**config.mk**
```make
export PLATFORM = sky130hd
export DESIGN_NAME = ternary_seq_alu_flat
export DESIGN_NICKNAME = d
export VERILOG_FILES = /design/src/rtl/ternary_seq_alu_if.sv /design/src/rtl/ternary_seq_alu.sv /design/src/flat_wrapper.sv
export SDC_FILE = /design/constraint.sdc
export NUM_CORES = 1
export LEC_CHECK = 0
export ABC_CLOCK_PERIOD_IN_PS = 5110
export CAP_MARGIN = 20
export CORE_ASPECT_RATIO = 0.7
export CORE_MARGIN = 2
export CORE_UTILIZATION = 35
export DETAILED_ROUTE_END_ITERATION = 8
export GPL_TIMING_DRIVEN = 1
export SETUP_SLACK_MARGIN = 0.02
export SYNTH_ARGS = -nofsm -noshare
export SYNTH_HDL_FRONTEND = slang
export SYNTH_SLANG_ARGS = --single-unit
```
**constraint.sdc**
```tcl
create_clock -name clk -period 5.11 [get_ports clk]
set_input_delay 0.511 -clock clk [delete_from_list [all_inputs] [get_ports clk]]
set_output_delay 0.511 -clock clk [all_outputs]
set_load 0.01 [all_outputs]
```
**src/rtl/ternary_seq_alu_if.sv**
```systemverilog
// Operand/result handshake bundle for ternary_seq_alu.
// valid/ready: a beat transfers on a rising edge where both valid and ready are high.
interface ternary_seq_alu_if #(
   parameter int N_TRITS = 8
);
   logic                   in_valid;
   logic                   in_ready;
   logic [1:0]             in_op;
   logic                   in_chain;
   logic [2*N_TRITS-1:0]   in_a;
   logic [2*N_TRITS-1:0]   in_b;
   logic                   out_valid;
   logic                   out_ready;
   logic [2*N_TRITS-1:0]   out_result;
   logic                   out_err;
   logic                   busy;

   modport slave (
      input  in_valid, in_op, in_chain, in_a, in_b, out_ready,
      output in_ready, out_valid, out_result, out_err, busy
   );

   modport master (
      output in_valid, in_op, in_chain, in_a, in_b, out_ready,
      input  in_ready, out_valid, out_result, out_err, busy
   );
endinterface

```
**src/rtl/ternary_seq_alu.sv**
```systemverilog
// Multi-cycle trit-wise ALU (MIN/MAX/CONSENSUS/ANY), TRITS_PER_CYCLE trits per clock,
// with a chain mode that feeds the previous result back as operand B.
module ternary_seq_alu #(
   parameter int N_TRITS         = 8,
   parameter int TRITS_PER_CYCLE = 1
) (
   input  logic               clk,
   input  logic               rst,
   ternary_seq_alu_if.slave   bus,
   output logic [1:0]         dbg_state
);
   localparam int P      = TRITS_PER_CYCLE;
   localparam int W      = 2 * N_TRITS;
   localparam int GW     = 2 * P;
   localparam int GROUPS = N_TRITS / P;
   localparam int CW     = (GROUPS > 1) ? $clog2(GROUPS) : 1;

   if (N_TRITS % TRITS_PER_CYCLE != 0) begin : g_bad_group
      $error("TRITS_PER_CYCLE must divide N_TRITS");
   end

   typedef enum logic [1:0] {IDLE = 2'd0, RUN = 2'd1, DONE = 2'd2} state_t;

   state_t          state, state_nx;
   logic [CW-1:0]   cnt;
   logic [W-1:0]    a_q, b_q, work_q, result_q;
   logic [1:0]      op_q;
   logic            err_acc, err_q;
   logic            accept, last;
   logic [GW-1:0]   grp_a, grp_b, grp_r;
   logic            grp_err;
   logic [W-1:0]    work_nx;
   int unsigned     base;

   // Illegal codes (11) are treated as 0; every result is a legal code.
   function automatic logic [1:0] trit_op(input logic [1:0] op, input logic [1:0] a_raw,
                                          input logic [1:0] b_raw);
      logic [1:0] a, b, r;
      logic [2:0] s;
      a = (a_raw == 2'b11) ? 2'b00 : a_raw;
      b = (b_raw == 2'b11) ? 2'b00 : b_raw;
      s = {1'b0, a} + {1'b0, b};
      case (op)
         2'b00:   r = (a < b) ? a : b;
         2'b01:   r = (a > b) ? a : b;
         2'b10:   r = (a == b) ? a : 2'b01;
         default: r = (s == 3'd0) ? 2'b00 : (s >= 3'd3) ? 2'b10 : (s[1:0] - 2'b01);
      endcase
      return r;
   endfunction

   assign accept = (state == IDLE) && bus.in_valid;
   assign last   = (state == RUN) && (cnt == CW'(GROUPS - 1));

   always_comb begin
      base    = 32'(cnt) * 32'(GW);
      grp_a   = a_q[base +: GW];
      grp_b   = b_q[base +: GW];
      grp_r   = '0;
      grp_err = 1'b0;
      for (int j = 0; j < P; j++) begin
         grp_r[2*j +: 2] = trit_op(op_q, grp_a[2*j +: 2], grp_b[2*j +: 2]);
         grp_err = grp_err | (grp_a[2*j +: 2] == 2'b11) | (grp_b[2*j +: 2] == 2'b11);
      end
      work_nx = work_q;
      work_nx[base +: GW] = grp_r;
   end

   always_ff @(posedge clk or posedge rst) begin
      if (rst) state <= IDLE;
      else     state <= state_nx;
   end

   always_comb begin
      state_nx = state;
      case (state)
         IDLE:    if (accept) state_nx = RUN;
         RUN:     if (last) state_nx = DONE;
         DONE:    if (bus.out_ready) state_nx = IDLE;
         default: state_nx = IDLE;
      endcase
   end

   // result_q doubles as the chain source, so it only changes on the final RUN edge.
   always_ff @(posedge clk or posedge rst) begin
      if (rst) begin
         cnt      <= '0;
         a_q      <= '0;
         b_q      <= '0;
         op_q     <= 2'b00;
         work_q   <= '0;
         result_q <= '0;
         err_acc  <= 1'b0;
         err_q    <= 1'b0;
      end else if (accept) begin
         a_q     <= bus.in_a;
         b_q     <= bus.in_chain ? result_q : bus.in_b;
         op_q    <= bus.in_op;
         cnt     <= '0;
         err_acc <= 1'b0;
      end else if (state == RUN) begin
         work_q  <= work_nx;
         err_acc <= err_acc | grp_err;
         cnt     <= cnt + CW'(1);
         if (last) begin
            result_q <= work_nx;
            err_q    <= err_acc | grp_err;
         end
      end
   end

   assign bus.in_ready   = (state == IDLE);
   assign bus.out_valid  = (state == DONE);
   assign bus.busy       = (state != IDLE);
   assign bus.out_result = result_q;
   assign bus.out_err    = err_q;
   assign dbg_state      = state;
endmodule

```
**src/flat_wrapper.sv**
```systemverilog
// flat-port wrapper written by rule: the top's interface ports become plain ports
module ternary_seq_alu_flat 
#(
   parameter int N_TRITS         = 8,
   parameter int TRITS_PER_CYCLE = 1
)
  (clk, rst, dbg_state, bus_in_valid, bus_in_op, bus_in_chain, bus_in_a, bus_in_b, bus_out_ready, bus_in_ready, bus_out_valid, bus_out_result, bus_out_err, bus_busy);
  ternary_seq_alu_if #(.N_TRITS(N_TRITS)) bus_i ();
  input  logic clk;
  input  logic rst;
  output logic [1:0] dbg_state;
  input wire logic [$bits(bus_i.in_valid)-1:0] bus_in_valid;
  input wire logic [$bits(bus_i.in_op)-1:0] bus_in_op;
  input wire logic [$bits(bus_i.in_chain)-1:0] bus_in_chain;
  input wire logic [$bits(bus_i.in_a)-1:0] bus_in_a;
  input wire logic [$bits(bus_i.in_b)-1:0] bus_in_b;
  input wire logic [$bits(bus_i.out_ready)-1:0] bus_out_ready;
  output wire logic [$bits(bus_i.in_ready)-1:0] bus_in_ready;
  output wire logic [$bits(bus_i.out_valid)-1:0] bus_out_valid;
  output wire logic [$bits(bus_i.out_result)-1:0] bus_out_result;
  output wire logic [$bits(bus_i.out_err)-1:0] bus_out_err;
  output wire logic [$bits(bus_i.busy)-1:0] bus_busy;
  assign bus_i.in_valid = bus_in_valid;
  assign bus_i.in_op = bus_in_op;
  assign bus_i.in_chain = bus_in_chain;
  assign bus_i.in_a = bus_in_a;
  assign bus_i.in_b = bus_in_b;
  assign bus_i.out_ready = bus_out_ready;
  assign bus_in_ready = bus_i.in_ready;
  assign bus_out_valid = bus_i.out_valid;
  assign bus_out_result = bus_i.out_result;
  assign bus_out_err = bus_i.out_err;
  assign bus_busy = bus_i.busy;
  ternary_seq_alu #(.N_TRITS(N_TRITS), .TRITS_PER_CYCLE(TRITS_PER_CYCLE)) u_core (.clk(clk), .rst(rst), .bus(bus_i), .dbg_state(dbg_state));
endmodule
```
# ---- Word-level counts from Yosys, hierarchy flattened
# Cells that the tools add are included.
dict set report word_totals {
  output_inout_bits 22
  in_bits 39
  register_bits 73
}
dict set report op_classes {
  eq_ne 11
  shift 4
  magnitude_cmp 3
  bitwise_logic 3
  addsub 4
  n_mux 18
  reduce_logical 10
}
# cell n
set op_table {}
lappend op_table {{$neg 4->34} 1}
lappend op_table {{$shift 2x34->16 const A} 1}
lappend op_table {{$shiftx 2x34->16} 1}
lappend op_table {{$shiftx 16x5->2} 2}
lappend op_table {{$mux 2} 10}
lappend op_table {{$bwmux 16} 1}
lappend op_table {{$mux 16} 1}
lappend op_table {{$pmux 2 s3} 2}
lappend op_table {{$eq 2x2->1 const B} 4}
lappend op_table {{$mux 3} 2}
lappend op_table {{$reduce_and 3->1} 2}
lappend op_table {{$eq 2x1->1 const B} 2}
lappend op_table {{$logic_not 2->1} 2}
lappend op_table {{$ne 2x1->1 const B} 2}
lappend op_table {{$reduce_bool 2->1} 2}
lappend op_table {{$add 2x2->3} 1}
lappend op_table {{$add 3x1->3 const B} 1}
lappend op_table {{$eq 3x3->1 const B} 1}
lappend op_table {{$ge 3x2->1 const B} 1}
lappend op_table {{$logic_not 3->1} 1}
lappend op_table {{$eq 2x2->1} 1}
lappend op_table {{$gt 2x2->1} 1}
lappend op_table {{$logic_and 1x1->1} 2}
lappend op_table {{$lt 2x2->1} 1}
lappend op_table {{6 further kinds} 8}

# ---- Logic depth before layout (Yosys ltp)
# Gate-level depths: netlist of run 1.
dict set report logic_depth {
  depth_word 10
  ltp_mapped 15
  depth_no_buf 12
}

# ---- Worst setup path before layout of run 1
# OpenSTA, ideal clock, no wires.
dict set report synth_timing {
  path_type {reg2reg}
  from {register u_core.cnt[0]}
  to {register u_core.result_q[1] (netlist: u_core.bus.out_result[1])}
  path_slack_ns 1.526
  path_stages_with_launch 15
  t_arrival_ns 3.450
  period_less_slack_ns 3.584
  setup_ns 0.135
  n_path_buf 2
  path_cell_list {dfrtp_1 > buf_6 > mux4_2 > mux2_2 > nor2_1 > ha_1 > inv_1 > fa_1 > ha_1 > inv_1 > a211oi_1 > nor2_1 > o2bb2ai_1 > clkbuf_1 > o31ai_1}
}
dict set report synth_via {
  elab_chain_cells 10
  word_cells_on_any_way 26
  classes_between {add/sub (3); order compare (3); eq/ne (4); shift (4); mux (9); reduce/logical (3)}
}
# item line_no
set synth_rtl {}
lappend synth_rtl {{start: declaration} ternary_seq_alu.sv:25} ;# logic [CW-1:0] cnt;
lappend synth_rtl {{start signal: assignment} ternary_seq_alu.sv:104} ;# cnt <= cnt + CW'(1);
lappend synth_rtl {{$shiftx 16x5->2, on equally long branches} {ternary_seq_alu.sv:57, ternary_seq_alu.sv:58}}
lappend synth_rtl {{$eq 2x2->1, on equally long branches} {ternary_seq_alu.sv:40, ternary_seq_alu.sv:41}}
lappend synth_rtl {{$mux 2, on equally long branches} {ternary_seq_alu.sv:40, ternary_seq_alu.sv:41}}
lappend synth_rtl {{$add 2x2->3} ternary_seq_alu.sv:42} ;# s = {1'b0, a} + {1'b0, b};
lappend synth_rtl {{$ge 3x2->1 / $sub 2x1->2 (equally long branches)} ternary_seq_alu.sv:47} ;# default: r = (s == 3'd0) ? 2'b00 : (s >= 3'd3) ? 2'b10 : (s[1:0] - 2'b01);
lappend synth_rtl {{$mux 2 (2 in a row)} ternary_seq_alu.sv:47}
lappend synth_rtl {{$pmux 2 s3} ternary_seq_alu.sv:43} ;# case (op)
lappend synth_rtl {{$shiftx 2x34->16} ternary_seq_alu.sv:66} ;# work_nx[base +: GW] = grp_r;
lappend synth_rtl {{$bwmux 16} ternary_seq_alu.sv:66}
lappend synth_rtl {{end signal: assignment} ternary_seq_alu.sv:106} ;# result_q <= work_nx;
lappend synth_rtl {{end: declaration} ternary_seq_alu.sv:26} ;# logic [W-1:0] a_q, b_q, work_q, result_q;
# Several ways; a longest one is shown, not always the timed one.
# A chain may end at the register's enable or synchronous reset.

# ---- Final worst setup path of run 1
dict set report layout_timing {
  from {register u_core.cnt[0]}
  to {register u_core.result_q[14] (netlist: u_core.bus.out_result[14])}
}
# Same word-level chain as after synthesis.

==> results of run 1 <==
## power by group
group | leakage (nW) | internal [W] | switching [W] | total [W]
registers | 0.915 | 0.000825 | 0.000243 | 0.00107
clock network | 0.130 | 0.000325 | 0.000230 | 0.000555
logic | 1.05 | 0.000818 | 0.00105 | 0.00187
## sequential cells by signal, summed over array words and instances (netlist names)
signal	cells
u_core.err_acc	1
u_core.bus.out_result	16
u_core.work_q	16
u_core.dbg_state	2
u_core.a_q	16
u_core.bus.out_err	1
u_core.cnt	3
u_core.b_q	16
u_core.op_q	2
## through the flow
step                       util  setup slack (ns)  area [sq um]  power, W
after CTS                 0.443              1.09          4820   0.00350
after global placement    0.419              1.23          4570   0.00287
after floorplan               -              1.53          3860   0.00238
after global routing      0.443             0.718          4820   0.00380
after detailed placement  0.419              1.15          4570   0.00293
final                     0.443              1.07          4820   0.00349
## placed cells by master, fill, tap and decap left out, types with 2 or more instances in the layout
cell              n
nand3_1           5
clkdlybuf4s50_1  60
clkbuf_1          3
and2_1            3
buf_4             3
clkbuf_16         9
or3_1             3
nor3_1            2
o22ai_1           2
and3_1           17
o21ai_0          15
dfrtp_1          73
inv_1            14
nor2_1           24
nand3b_1          5
nand4_1           2
clkinv_2          4
o21ai_1           2
or2_2             3
nor2b_1           2
mux2i_1          17
nand2_1          19
o41ai_1           5
o31ai_1          27
inv_2             2
mux2_2           20
ha_1             14
nand2b_1          2
a21oi_1          33
a211oi_1          3
mux4_2            8
## layer usage
layer	vias up	GRT usage	routed length, um
li1	1414	-	-
met1	1465	0.264	4870
met2	69	0.271	4480
met3	7	0.0490	465
met4	0	0.0520	91
met5	-	0	0
## path summary, 6_finish.rpt
check | endpoint | cells after the start
max in group asynchronous | u_core.bus.out_result[13] | 3
min in group asynchronous | u_core.a_q[8] | 2
setup / recovery | u_core.bus.out_result[14] | 11
hold / removal | u_core.work_q[2] | 2
hold reg to reg | u_core.work_q[2] | 2
setup reg to reg | u_core.bus.out_result[14] | 11
## worst max-delay path: stages, from the launching register on
cell and delay (ns):
dfrtp_1 0.91, mux4_2 0.62, mux2_2 0.31, nor2_1 0.19, ha_1 0.19, inv_1 0.05, fa_1 0.46, ha_1 0.22
nand3b_1 0.18, nand3_1 0.15, nand2_1 0.29, o41ai_1 0.37
## cells by family (layout without fill, tap and decap cells)
kind of cell / count (synthesis) / after routing / share of synthesized area
muxes: 47 / 47 / 0.159
AOI/OAI and AO/OA: 93 / 93 / 0.151
adders and majority gates: 15 / 15 / 0.0506
DFF: 73 / 73 / 0.474
buffers and inverters: 38 / 95 / 0.0431
and+or+nand+nor: 92 / 92 / 0.123
## final cells by class
type                            count  area, sq um
Tap cell                          153          191
Clock inverter                      4         20.0
Timing Repair Buffer               63          623
Fill cell                        1071         6070
Clock buffer                       12          236
Inverter                           16         60.1
Sequential cell                    73         1830
Multi-Input combinational cell    247         1870
==> impl_metrics.json, run 1 <==
{
  "status": "completed",
  "async_reset_ff_frac": 1.00,
  "relSlewSlack": 0.327,
  "worstSetupPathType": "flop to flop",
  "synth_seq_cells": 73,
  "post-route-drc-count": 0,
  "die_w_um": 129,
  "synth_most_common_cell": "dfrtp_1",
  "power_density_nw_per_um2": 724,
  "final.period_utilization": 0.792,
  "drt-total-wl_um": 9910,
  "cts_setup_buffers": 0,
  "post-dp-hpwl_um": 7110,
  "leakage_nw": 2.09,
  "grt_setup_unrepaired": "no",
  "grt_first_pass_wirelength_um": 16500,
  "worstHoldStart": "u_core.work_q[2]",
  "cp-start-kind": "flop",
  "grt_max_degree": 55,
  "tightest_slew_ns": 1.01,
  "via_count": 2955,
  "synth.yosys.seq_area_share": 0.474,
  "initial_core_util": 0.354,
  "synth_area_leaders": "dfrtp_1, mux2_2, o31ai_1",
  "syn_area_sq_um": 3860,
  "rows": 32,
  "drt_iter0_markers": 239,
  "die_area_sq_um": 11900,
  "cts-resized-gates": 0,
  "setup_viol": 0,
  "skew_ns": 0.00616,
  "drt-vias-per-instance": 5.20,
  "netlist_top_cells_count": "dfrtp_1, a21oi_1, o31ai_1, nor2_1, mux2_2",
  "final_layout_size_suffix_gt1_frac": 0.128,
  "tns_ns": 0,
  "synth_nets": 412,
  "vdd_drop_max_mv": 0.382,
  "clkTransAtPathRegs_ns": 0.06,
  "ys_types": 43,
  "yosysWarnings": 0,
  "synth.largest_area_cell": "dfrtp_1",
  "hold_buffers": 0,
  "reg2reg_slack_ns": 1.07,
  "syn_area_per_cell_sq_um": 10.8,
  "holdWs_ns": 0.477,
  "antenna_left": 0,
  "core_area_sq_um": 10900,
  "path_max_fanout": 20,
  "netlist.area_leader.share": 0.474,
  "nets": 464,
  "wl_per_cell_um": 17.4,
  "htree_num_levels": 3,
  "dr.pass1.iters": 4,
  "synth_ff_type": "dfrtp_1",
  "synth_edf_count": 0,
  "antenna_found_initial": 0,
  "maxCapViolations": 0,
  "grtUsageTotal": 0.183,
  "required_ns": 5.33,
  "fmax_mhz": 247,
  "dp_cells": 552,
  "place.gp.congestion": 0.862,
  "reg2reg_from": "u_core.cnt[0]",
  "cts-root-buf": "clkbuf_16",
  "hold_viol_final": 0,
  "numCtsBuffers": 9,
  "grt_overflow": 0,
  "syn2layout_area_growth_pct": 25.0,
  "synth_cells": 358,
  "endpoint_kind": "flop",
  "io_buffers": 60,
  "layoutNonFillerInstCount": 568,
  "cp.arrival_ns": 4.27,
  "slew_viol_final": 0,
  "worstSkewPairLatency_ns": 0.34,
  "cts_tree": "done",
  "clock-sinks": 73,
  "grt_pass1_vias": 3057,
  "die_height_um": 91.8,
  "startpoint": "u_core.cnt[0]",
  "hold_class": "flop to flop",
  "diodes": 0,
  "clk_path_buf_depth": 2,
  "period_minus_slack_ns": 4.04,
  "io_pins": 61
}
Note: power is estimated with default switching activity, not from simulation.
==> inputs of run 2 (changes only) <==
Settings changed: ABC_CLOCK_PERIOD_IN_PS 5110 to 3200.
Clock period 5.11 ns to 3.2 ns, I/O delays scaled along.
==> impl_metrics.json, run 2 (same netlist as run 1, synthesis figures left out) <==
{
  "violations": "negative setup slack",
  "initial_core_util": 0.354,
  "drt_iter0_markers": 286,
  "cp.arrival_ns": 3.60,
  "worstSkewPairLatency_ns": 0.34,
  "reg2regPathDepth": 14,
  "wl_per_cell_um": 18.1,
  "mostFrequentLayoutCell": "dfrtp_1",
  "status": "finished, violations left",
  "post-place-ws_ns": -0.151,
  "final.setup.worst_slack_ns": -0.190,
  "crit_chain": "buf_6 -> mux4_2 -> mux2_4 -> nor2_4 -> ha_4 -> inv_2 -> fa_1 -> ha_1 -> inv_2 -> a211oi_2 -> nor2_2 -> o2bb2ai_4 -> clkbuf_16 -> o31ai_1",
  "syn2layout_area_growth_pct": 41.4,
  "io_pins": 61,
  "antenna_found_initial": 0,
  "relSlewSlack": 0.358,
  "grt_overflow": 0,
  "clk_path_buf_depth": 2,
  "post-route-drc-count": 0,
  "slew_viol_final": 0,
  "htree_num_levels": 3,
  "maxCapViolations": 0,
  "core_area_sq_um": 10900,
  "grt_max_degree": 74,
  "whs_path_depth": 2,
  "hold_buffers": 0,
  "fmax_mhz": 295,
  "final_cell_area_sq_um": 5450,
  "die_height_um": 91.8,
  "via_count": 3126,
  "slowest_stage": "mux4_2",
  "period_minus_slack_ns": 3.39,
  "worstSetupPathType": "flop to flop",
  "dr.pass1.iters": 4,
  "place.gp.congestion": 0.859,
  "final_layout_size_suffix_gt1_frac": 0.279,
  "grt_first_pass_wirelength_um": 16500,
  "clkTransAtPathRegs_ns": 0.06,
  "path_max_fanout": 8,
  "skew_ns": 0.00881,
  "final_cell_mix": "dfrtp_1, clkdlybuf4s50_1, a21oi_1, nor2_1",
  "fillers": 983,
  "drt-vias-per-instance": 5.26,
  "grt_pass1_vias": 3000,
  "final.period_utilization": 1.06,
  "cp-start-kind": "flop",
  "cts-root-buf": "clkbuf_16",
  "endpoint_kind": "flop",
  "path_depth": 14,
  "crit_top_cell": "inv_2",
  "hold_viol_final": 0,
  "grtUsageTotal": 0.182,
  "rows": 32,
  "drt-total-wl_um": 10800,
  "hold_class": "flop to flop",
  "io_buffers": 60,
  "grt_setup_unrepaired": "yes",
  "nets": 490,
  "cts_tree": "done",
  "post-dp-hpwl_um": 7360,
  "dpl_cell_area_sq_um": 4800,
  "numCtsBuffers": 9,
  "die_area_sq_um": 11900,
  "setup_viol": 32,
  "slowest_delay_ns": 0.50,
  "clock-sinks": 73,
  "cp_top_family": "adder cells",
  "tightest_slew_ns": 0.963,
  "required_ns": 3.41,
  "antenna_left": 0,
  "diodes": 0,
  "cp_num_buf_inv": 4,
  "die_w_um": 129
}
-- run 2: cell count changes in the layout (fill, tap and decap cells not counted), sizes merged --
cell,previous run,this run
bufinv,0,2
clkbuf,12,10
clkinvlp,0,1
buf,3,28
-- run 2: final cells by class --
| cell class | instances | area [sq um] | area share |
|---|---|---|---|
| tap | 153 | 191 | 0.0351 |
| multi-input combinational | 247 | 2160 | 0.396 |
| timing repair buffer | 89 | 895 | 0.164 |
| clock inverter | 7 | 95.1 | 0.0174 |
| sequential | 73 | 1830 | 0.335 |
| clock buffer | 9 | 225 | 0.0413 |
| inverter | 16 | 62.6 | 0.0115 |
-- run 2: worst paths after layout --
check	startpoint	endpoint	slack, ns
worst max-delay path	u_core.cnt[0]	u_core.bus.out_result[13]	-0.19
worst min-delay path	u_core.work_q[2]	u_core.work_q[2]	0.48
max in group asynchronous	rst	u_core.bus.out_result[3]	1.98
worst min register to register	u_core.work_q[2]	u_core.work_q[2]	0.48
worst max register to register	u_core.cnt[0]	u_core.bus.out_result[13]	-0.19
min in group asynchronous	rst	u_core.a_q[10]	0.60
-- run 2: layer usage --
metal	vias to the layer above	GRT usage	wire [um]
met3	7	0.0502	783
li1	1467	-	-
met4	0	0.0296	81
met5	-	0	0
met2	113	0.251	4590
met1	1539	0.286	5330
-- run 2: worst register-to-register path: cells and delay by family (launching register included) --
kind,cells,cell delay [ns]
AND/OR/NAND/NOR,2,0.21
AO/OA/AOI/OAI,3,0.46
buffers and inverters,4,0.42
multiplexers,2,0.81
flip-flops,1,0.42
adder cells (fa/ha/maj),3,0.94
-- run 2: timing repair --
action / 4_1_cts / 5_1_grt
cloned: 0 / 2
setup buffers: 0 / 2
setup endpoints to repair: 32 / 32
resized for setup: 6 / 55
pin swaps: 0 / 8
-- run 2: metrics by stage --
stage / setup TNS [ns] / hold WS [ns] / util / std cells
floorplan: -2.52 / 0.428 / - / 358
detailed placement: -3.49 / 0.458 / 0.440 / 574
global route: -8.71 / 0.497 / 0.501 / 594
finish: -4.57 / 0.481 / 0.501 / 594
CTS: -3.45 / 0.472 / 0.473 / 590
global placement: -0.577 / 0.453 / 0.440 / 574
Power of run 2 is left out: the tool's default activity adds up to more than one toggle a clock period on the data nets, which glitch-free logic cannot reach.
